<file path="src/rtl/fp32_pkg.sv">
// Shared binary32 helpers: constants, NaN test, total-order key and argmax FSM states.
package fp32_pkg;

    localparam logic [31:0] FP32_QNAN     = 32'h7FC0_0000;
    localparam logic [31:0] FP32_POS_ZERO = 32'h0000_0000;
    localparam logic [31:0] FP32_NEG_ZERO = 32'h8000_0000;

    typedef enum logic [1:0] {IDLE, ACCUM, HOLD} argmax_state_e;

    function automatic logic is_nan(input logic [31:0] v);
        return (v[30:23] == 8'hFF) && (v[22:0] != 23'd0);
    endfunction

    function automatic logic [31:0] canon_zero(input logic [31:0] v);
        return (v == FP32_NEG_ZERO) ? FP32_POS_ZERO : v;
    endfunction

    // Unsigned key whose integer order matches the numeric order of non-NaN values.
    function automatic logic [31:0] order_key(input logic [31:0] v);
        logic [31:0] c;
        c = canon_zero(v);
        return c[31] ? ~c : {1'b1, c[30:0]};
    endfunction

endpackage

</file>
<file path="src/rtl/fp32_order_key.sv">
// Combinational binary32 -> order key, NaN flag and zero-canonicalised value.
module fp32_order_key
    import fp32_pkg::*;
(
    input  logic [31:0] data,
    output logic [31:0] key,
    output logic        nan,
    output logic [31:0] canon
);

    assign key   = order_key(data);
    assign nan   = is_nan(data);
    assign canon = canon_zero(data);

endmodule

</file>
<file path="src/rtl/fp32_argmax_classifier.sv">
// Streams binary32 class scores, returns index and value of the maximum per frame.
//
// state | meaning
// IDLE  | armed, nothing accumulated; next accepted beat is index 0
// ACCUM | mid-frame, tracking best key and beat count
// HOLD  | result presented on outputs until out_ready
module fp32_argmax_classifier
    import fp32_pkg::*;
#(
    parameter int N     = 10,
    parameter int IDX_W = 4
) (
    input  logic             clk,
    input  logic             rst,
    input  logic             in_valid,
    input  logic [31:0]      in_data,
    input  logic             in_last,
    output logic             in_ready,
    output logic             out_valid,
    input  logic             out_ready,
    output logic [IDX_W-1:0] out_class,
    output logic [31:0]      out_prob,
    output logic             frame_err
);

    localparam int CNT_W = IDX_W + 1;
    localparam logic [CNT_W-1:0] LAST_IDX = CNT_W'(N - 1);

    argmax_state_e    state_q, state_d;
    logic [CNT_W-1:0] cnt_q, cnt_d;
    logic [IDX_W-1:0] best_idx_q, best_idx_d;
    logic [31:0]      best_key_q, best_key_d;
    logic [31:0]      best_val_q, best_val_d;
    logic             have_best_q, have_best_d;
    logic             nan_seen_q, nan_seen_d;
    logic             in_ready_q, in_ready_d;
    logic             out_valid_q, out_valid_d;
    logic [IDX_W-1:0] out_class_q, out_class_d;
    logic [31:0]      out_prob_q, out_prob_d;
    logic             frame_err_q, frame_err_d;

    logic [31:0] beat_key;
    logic [31:0] beat_val;
    logic        beat_nan;
    logic        take, nan_any, at_last;

    fp32_order_key u_key (
        .data  (in_data),
        .key   (beat_key),
        .nan   (beat_nan),
        .canon (beat_val)
    );

    always_comb begin
        state_d     = state_q;
        cnt_d       = cnt_q;
        best_idx_d  = best_idx_q;
        best_key_d  = best_key_q;
        best_val_d  = best_val_q;
        have_best_d = have_best_q;
        nan_seen_d  = nan_seen_q;
        in_ready_d  = in_ready_q;
        out_valid_d = out_valid_q;
        out_class_d = out_class_q;
        out_prob_d  = out_prob_q;
        frame_err_d = frame_err_q;

        // Strict compare keeps the earliest index on ties.
        take    = !beat_nan && (!have_best_q || (beat_key > best_key_q));
        nan_any = nan_seen_q || beat_nan;
        at_last = (cnt_q == LAST_IDX);

        case (state_q)
            IDLE, ACCUM: begin
                if (in_valid) begin
                    if (in_last || at_last) begin
                        state_d     = HOLD;
                        in_ready_d  = 1'b0;
                        out_valid_d = 1'b1;
                        out_class_d = take ? cnt_q[IDX_W-1:0] : best_idx_q;
                        out_prob_d  = take ? beat_val
                                           : (have_best_q ? best_val_q : FP32_QNAN);
                        // Mismatch covers both short (early last) and long (missing last).
                        frame_err_d = nan_any || (in_last != at_last);
                        cnt_d       = '0;
                        best_idx_d  = '0;
                        have_best_d = 1'b0;
                        nan_seen_d  = 1'b0;
                    end else begin
                        state_d    = ACCUM;
                        cnt_d      = cnt_q + 1'b1;
                        nan_seen_d = nan_any;
                        if (take) begin
                            best_idx_d  = cnt_q[IDX_W-1:0];
                            best_key_d  = beat_key;
                            best_val_d  = beat_val;
                            have_best_d = 1'b1;
                        end
                    end
                end
            end
            HOLD: begin
                if (out_ready) begin
                    state_d     = IDLE;
                    in_ready_d  = 1'b1;
                    out_valid_d = 1'b0;
                end
            end
            default: state_d = IDLE;
        endcase
    end

    always_ff @(posedge clk or posedge rst) begin
        if (rst) begin
            state_q     <= IDLE;
            cnt_q       <= '0;
            best_idx_q  <= '0;
            best_key_q  <= '0;
            best_val_q  <= '0;
            have_best_q <= 1'b0;
            nan_seen_q  <= 1'b0;
            in_ready_q  <= 1'b1;
            out_valid_q <= 1'b0;
            out_class_q <= '0;
            out_prob_q  <= FP32_POS_ZERO;
            frame_err_q <= 1'b0;
        end else begin
            state_q     <= state_d;
            cnt_q       <= cnt_d;
            best_idx_q  <= best_idx_d;
            best_key_q  <= best_key_d;
            best_val_q  <= best_val_d;
            have_best_q <= have_best_d;
            nan_seen_q  <= nan_seen_d;
            in_ready_q  <= in_ready_d;
            out_valid_q <= out_valid_d;
            out_class_q <= out_class_d;
            out_prob_q  <= out_prob_d;
            frame_err_q <= frame_err_d;
        end
    end

    assign in_ready  = in_ready_q;
    assign out_valid = out_valid_q;
    assign out_class = out_class_q;
    assign out_prob  = out_prob_q;
    assign frame_err = frame_err_q;

endmodule

</file>
<file path="config.mk">
export PLATFORM = sky130hd
export DESIGN_NAME = fp32_argmax_classifier
export DESIGN_NICKNAME = d
export VERILOG_FILES = /design/src/rtl/fp32_pkg.sv /design/src/rtl/fp32_order_key.sv /design/src/rtl/fp32_argmax_classifier.sv
export SDC_FILE = /design/constraint.sdc
export NUM_CORES = 1
export LEC_CHECK = 0
export CAP_MARGIN = 20
export CORE_MARGIN = 3
export CORE_UTILIZATION = 58
export CTS_BUF_LIST = sky130_fd_sc_hd__clkbuf_8
export DETAILED_ROUTE_END_ITERATION = 10
export GPL_TIMING_DRIVEN = 0
export PLACE_DENSITY = 0.89
export SYNTH_ARGS = -nofsm -noshare
export SYNTH_HDL_FRONTEND = slang
export SYNTH_SLANG_ARGS = --single-unit
</file>
<file path="constraint.sdc">
create_clock -name clk -period 4.35 [get_ports clk]
set_input_delay 0.435 -clock clk [delete_from_list [all_inputs] [get_ports clk]]
set_output_delay 0.435 -clock clk [all_outputs]
set_load 0.01 [all_outputs]
</file>
==> metrics.csv <==
metric,value,unit
synth.top_cell.area_share,44.04,%
cts_inserted_buffers,17,
dr_wl_met2,8926,um
min_period,4307,ps
dpl_cell_area,0.007491,mm^2
criticalPathCategory,primary input to register,
dp_hpwl,12450,um
start_util,59.76,%
synthMostInstantiatedCell,dfrtp_1,
power.internal,2.940,mW
drc,0,
clk_latency,460,ps
track_usage,28.17,%
setup-violations-final,0,
avgSynthCellArea,9.667,um^2
post-route-period-util,99.01,%
status,"complete, no violations",
synth.largest_area_cell,dfrtp_1,
skew,10.14,ps
syn2layout_area_growth,22.75,%
drt-met1-wl,6725,um
clkTransAtPathRegs,70,ps
async_flop_share,100.0,%
fp.coreArea,0.01094,mm^2
synth-edff-count,0,
row_count,38,
power.density,563.8,mW/mm^2
ctsHoldBuffers,0,
max_cap_viol_count,0,
synth_area_leaders,"dfrtp_1 (44%), mux2_2 (10%), ha_1 (6.7%), nand2_1 (6.4%), mux2i_1 (4.3%)",
whs_endpoint,best_val_q[5]$_DFFE_PP0P_,
r2r_start,best_key_q[7]$_DFFE_PP0P_,
route.met3.wl,1470,um
nets,844,
reg2reg_to,best_val_q[29]$_DFFE_PP0P_,
die-height,112.1,um
p_leak,3.614,nW
synth.top_cells.by_count,"dfrtp_1 (115), nand2_1 (112), mux2_2 (60)",
routed_wl,17650,um
grt_max_degree,66,
overflow,0,
setup_ws,43.17,ps
ios,76,
worstHoldStart,in_data[5],
syn_nets,748,
gp_congestion,0.8901,
antenna_left,0,
antenna_found_initial,0,
cts_max_path_buffers,2,
drive_above_1_share,15.43,%
yosysSeqAreaShare,44.44,%
top_layer_used,met4,
diodes,0,
tightest_slew,833.6,ps
drv_slew,0,
peakVddDrop,400.6,uV
switching_share,34.98,%
num_vias,5781,
slew_headroom,44.43,%
grt_pass1_vias,5810,
power.share.clock,20.8,%
fmax,232.2,MHz
power,4.523,mW
synthFlopType,dfrtp_1,
die_w,112.1,um
synthesis.area,0.006535,mm^2
ctsHtreeMaxLevel,4,
worstPathArrival,4650,ps
viasPerCell,6.256,
start_kind,primary input,
ys_seq_elements,116,
cts_tree,built,
syn_inst,676,
critical_path_required,4690,ps
p_switching,1.582,mW
grt_pass1_wl,28250,um
rrSetupSlack,1380,ps
synth.yosys.warnings,0,
cts_sinks,116,
cp_max_fo,10,
firstDrtPassIters,7,
r2r_cells,10,
end_kind,register,
combinationalPowerShare,38.8,%
p_seq_share,40.4,%
fin_area,0.008021,mm^2
die_area,0.01258,mm^2
io_buffer_count,75,
hold_viol_final,0,
cts_root_buffer,clkbuf_8,
wl_per_cell,19.10,um
hp-class,primary input to register,
hold_depth,2,
drt_iter0_drc,618,
synth_cell_types,42,
preCtsSetupSlack,-864.6,ps
flip-flops by register name, indices dropped and copies added (netlist names):
| register | cells |
|---|---|
| out_class | 4 |
| frame_err | 1 |
| best_val_q | 32 |
| out_prob | 32 |
| in_ready | 1 |
| nan_seen_q | 1 |
| out_valid | 1 |
| best_idx_q | 4 |
| have_best_q | 1 |
| best_key_q | 32 |
| cnt_q | 5 |
| state_q | 2 |
cell families (layout without fill, tap and decap cells):
logic type                 count (synthesis)  after routing  share of synthesized area (%)
DFF                                      116            116                          44.44
adders and majority gates                 35             35                          6.701
and+or+nand+nor                          226            226                          15.68
AOI/OAI and AO/OA                        122            122                          11.91
xor gates and xnor gates                   3              3                         0.4021
muxes                                     93             93                          15.49
buffers and inverters                     81            189                          5.380
worst max path at each step:
stage,from,endpoint,slack [ps],cells past startpoint
after floorplan,in_data[21],best_key_q[1]$_DFFE_PP0P_,480,13
after global placement,in_data[4],best_val_q[29]$_DFFE_PP0P_,-800,14
final,in_data[22],best_val_q[29]$_DFFE_PP0P_,40,15
after CTS,in_data[4],best_val_q[29]$_DFFE_PP0P_,30,15
after global routing,in_data[22],best_val_q[29]$_DFFE_PP0P_,-60,15
after detailed placement,in_data[4],best_val_q[29]$_DFFE_PP0P_,-860,14
final cells by class:
class | count | area, um^2
fill | 745 | 2914
multi-input combinational | 479 | 3379
tap | 140 | 175.2
inverter | 37 | 141.4
buffer | 44 | 224.0
sequential | 116 | 2904
clock buffer | 22 | 302.8
clock inverter | 9 | 63.81
timing repair buffer | 77 | 830.8
cells in the final DEF (no fill, tap or decap), drive strengths merged, types with 2 or more instances in the layout:
| cell | netlist | routed |
|---|---|---|
| dlymetal6s2s | 0 | 13 |
| and4 | 2 | 2 |
| o21ai | 42 | 42 |
| clkinv | 0 | 3 |
| a21oi | 24 | 24 |
| inv | 37 | 42 |
| nand2b | 4 | 4 |
| a21o | 3 | 3 |
| mux2i | 28 | 28 |
| nand4 | 9 | 9 |
| o211ai | 33 | 33 |
| xnor2 | 3 | 3 |
| nor4 | 11 | 11 |
| and2 | 2 | 2 |
| mux2 | 65 | 65 |
| a211oi | 9 | 9 |
| a21boi | 2 | 2 |
| clkdlybuf4s50 | 0 | 62 |
| or4 | 9 | 9 |
| nand3 | 5 | 5 |
| ha | 35 | 35 |
| nor2 | 33 | 33 |
| nor2b | 3 | 3 |
| nand3b | 2 | 2 |
| nand2 | 112 | 112 |
| buf | 14 | 17 |
| clkbuf | 30 | 51 |
| dfrtp | 115 | 115 |
| nor3 | 33 | 33 |
| o31ai | 4 | 4 |
metal layers:
| layer | track usage [%] | up-vias |
|---|---|---|
| met4 | 12.90 | 0 |
| met5 | 0 | - |
| met3 | 7.709 | 62 |
| li1 | - | 2581 |
| met1 | 33.23 | 2804 |
| met2 | 48.03 | 334 |
critical path: stages:
cell	delay (ps)
clkdlybuf4s50_1	550
nor4_2	210
nand4_1	260
o31ai_4	350
buf_4	220
mux2i_1	110
ha_1	340
a21oi_1	190
o21ai_0	140
a221o_1	420
o31a_4	430
o211ai_4	210
buf_12	170
buf_4	210
mux2_2	360
power groups by stage:
stage,logic [mW],clock network [mW],registers (mW)
4_1_cts,1.73,0.938,1.82
2_1_floorplan,0.998,0,1.83
5_1_grt,1.92,0.989,1.88
6_report,1.75,0.940,1.83
3_5_place_dp,1.69,0,1.83
3_3_place_gp,1.59,0,1.79
through the flow:
stage | util, % | std cells | TNS, ps | hold WS (ps)
after floorplan | - | 676 | 0 | 452.6
after global placement | 68.23 | 891 | -149280 | 448.3
after detailed placement | 68.50 | 892 | -76820 | 460.4
after CTS | 72.47 | 924 | 0 | 466.7
after global routing | 73.35 | 924 | -701.4 | 407.5
final | 73.35 | 924 | 0 | 419.6
timing repair:
item                                   in CTS  in global routing
resized for setup                          12                 28
setup endpoints to repair                 104                104
pin swaps                                   2                  5
endpoints found under the hold margin       0                  0
buffers inserted                            1                  0
Power figures use the tool's default switching activity.
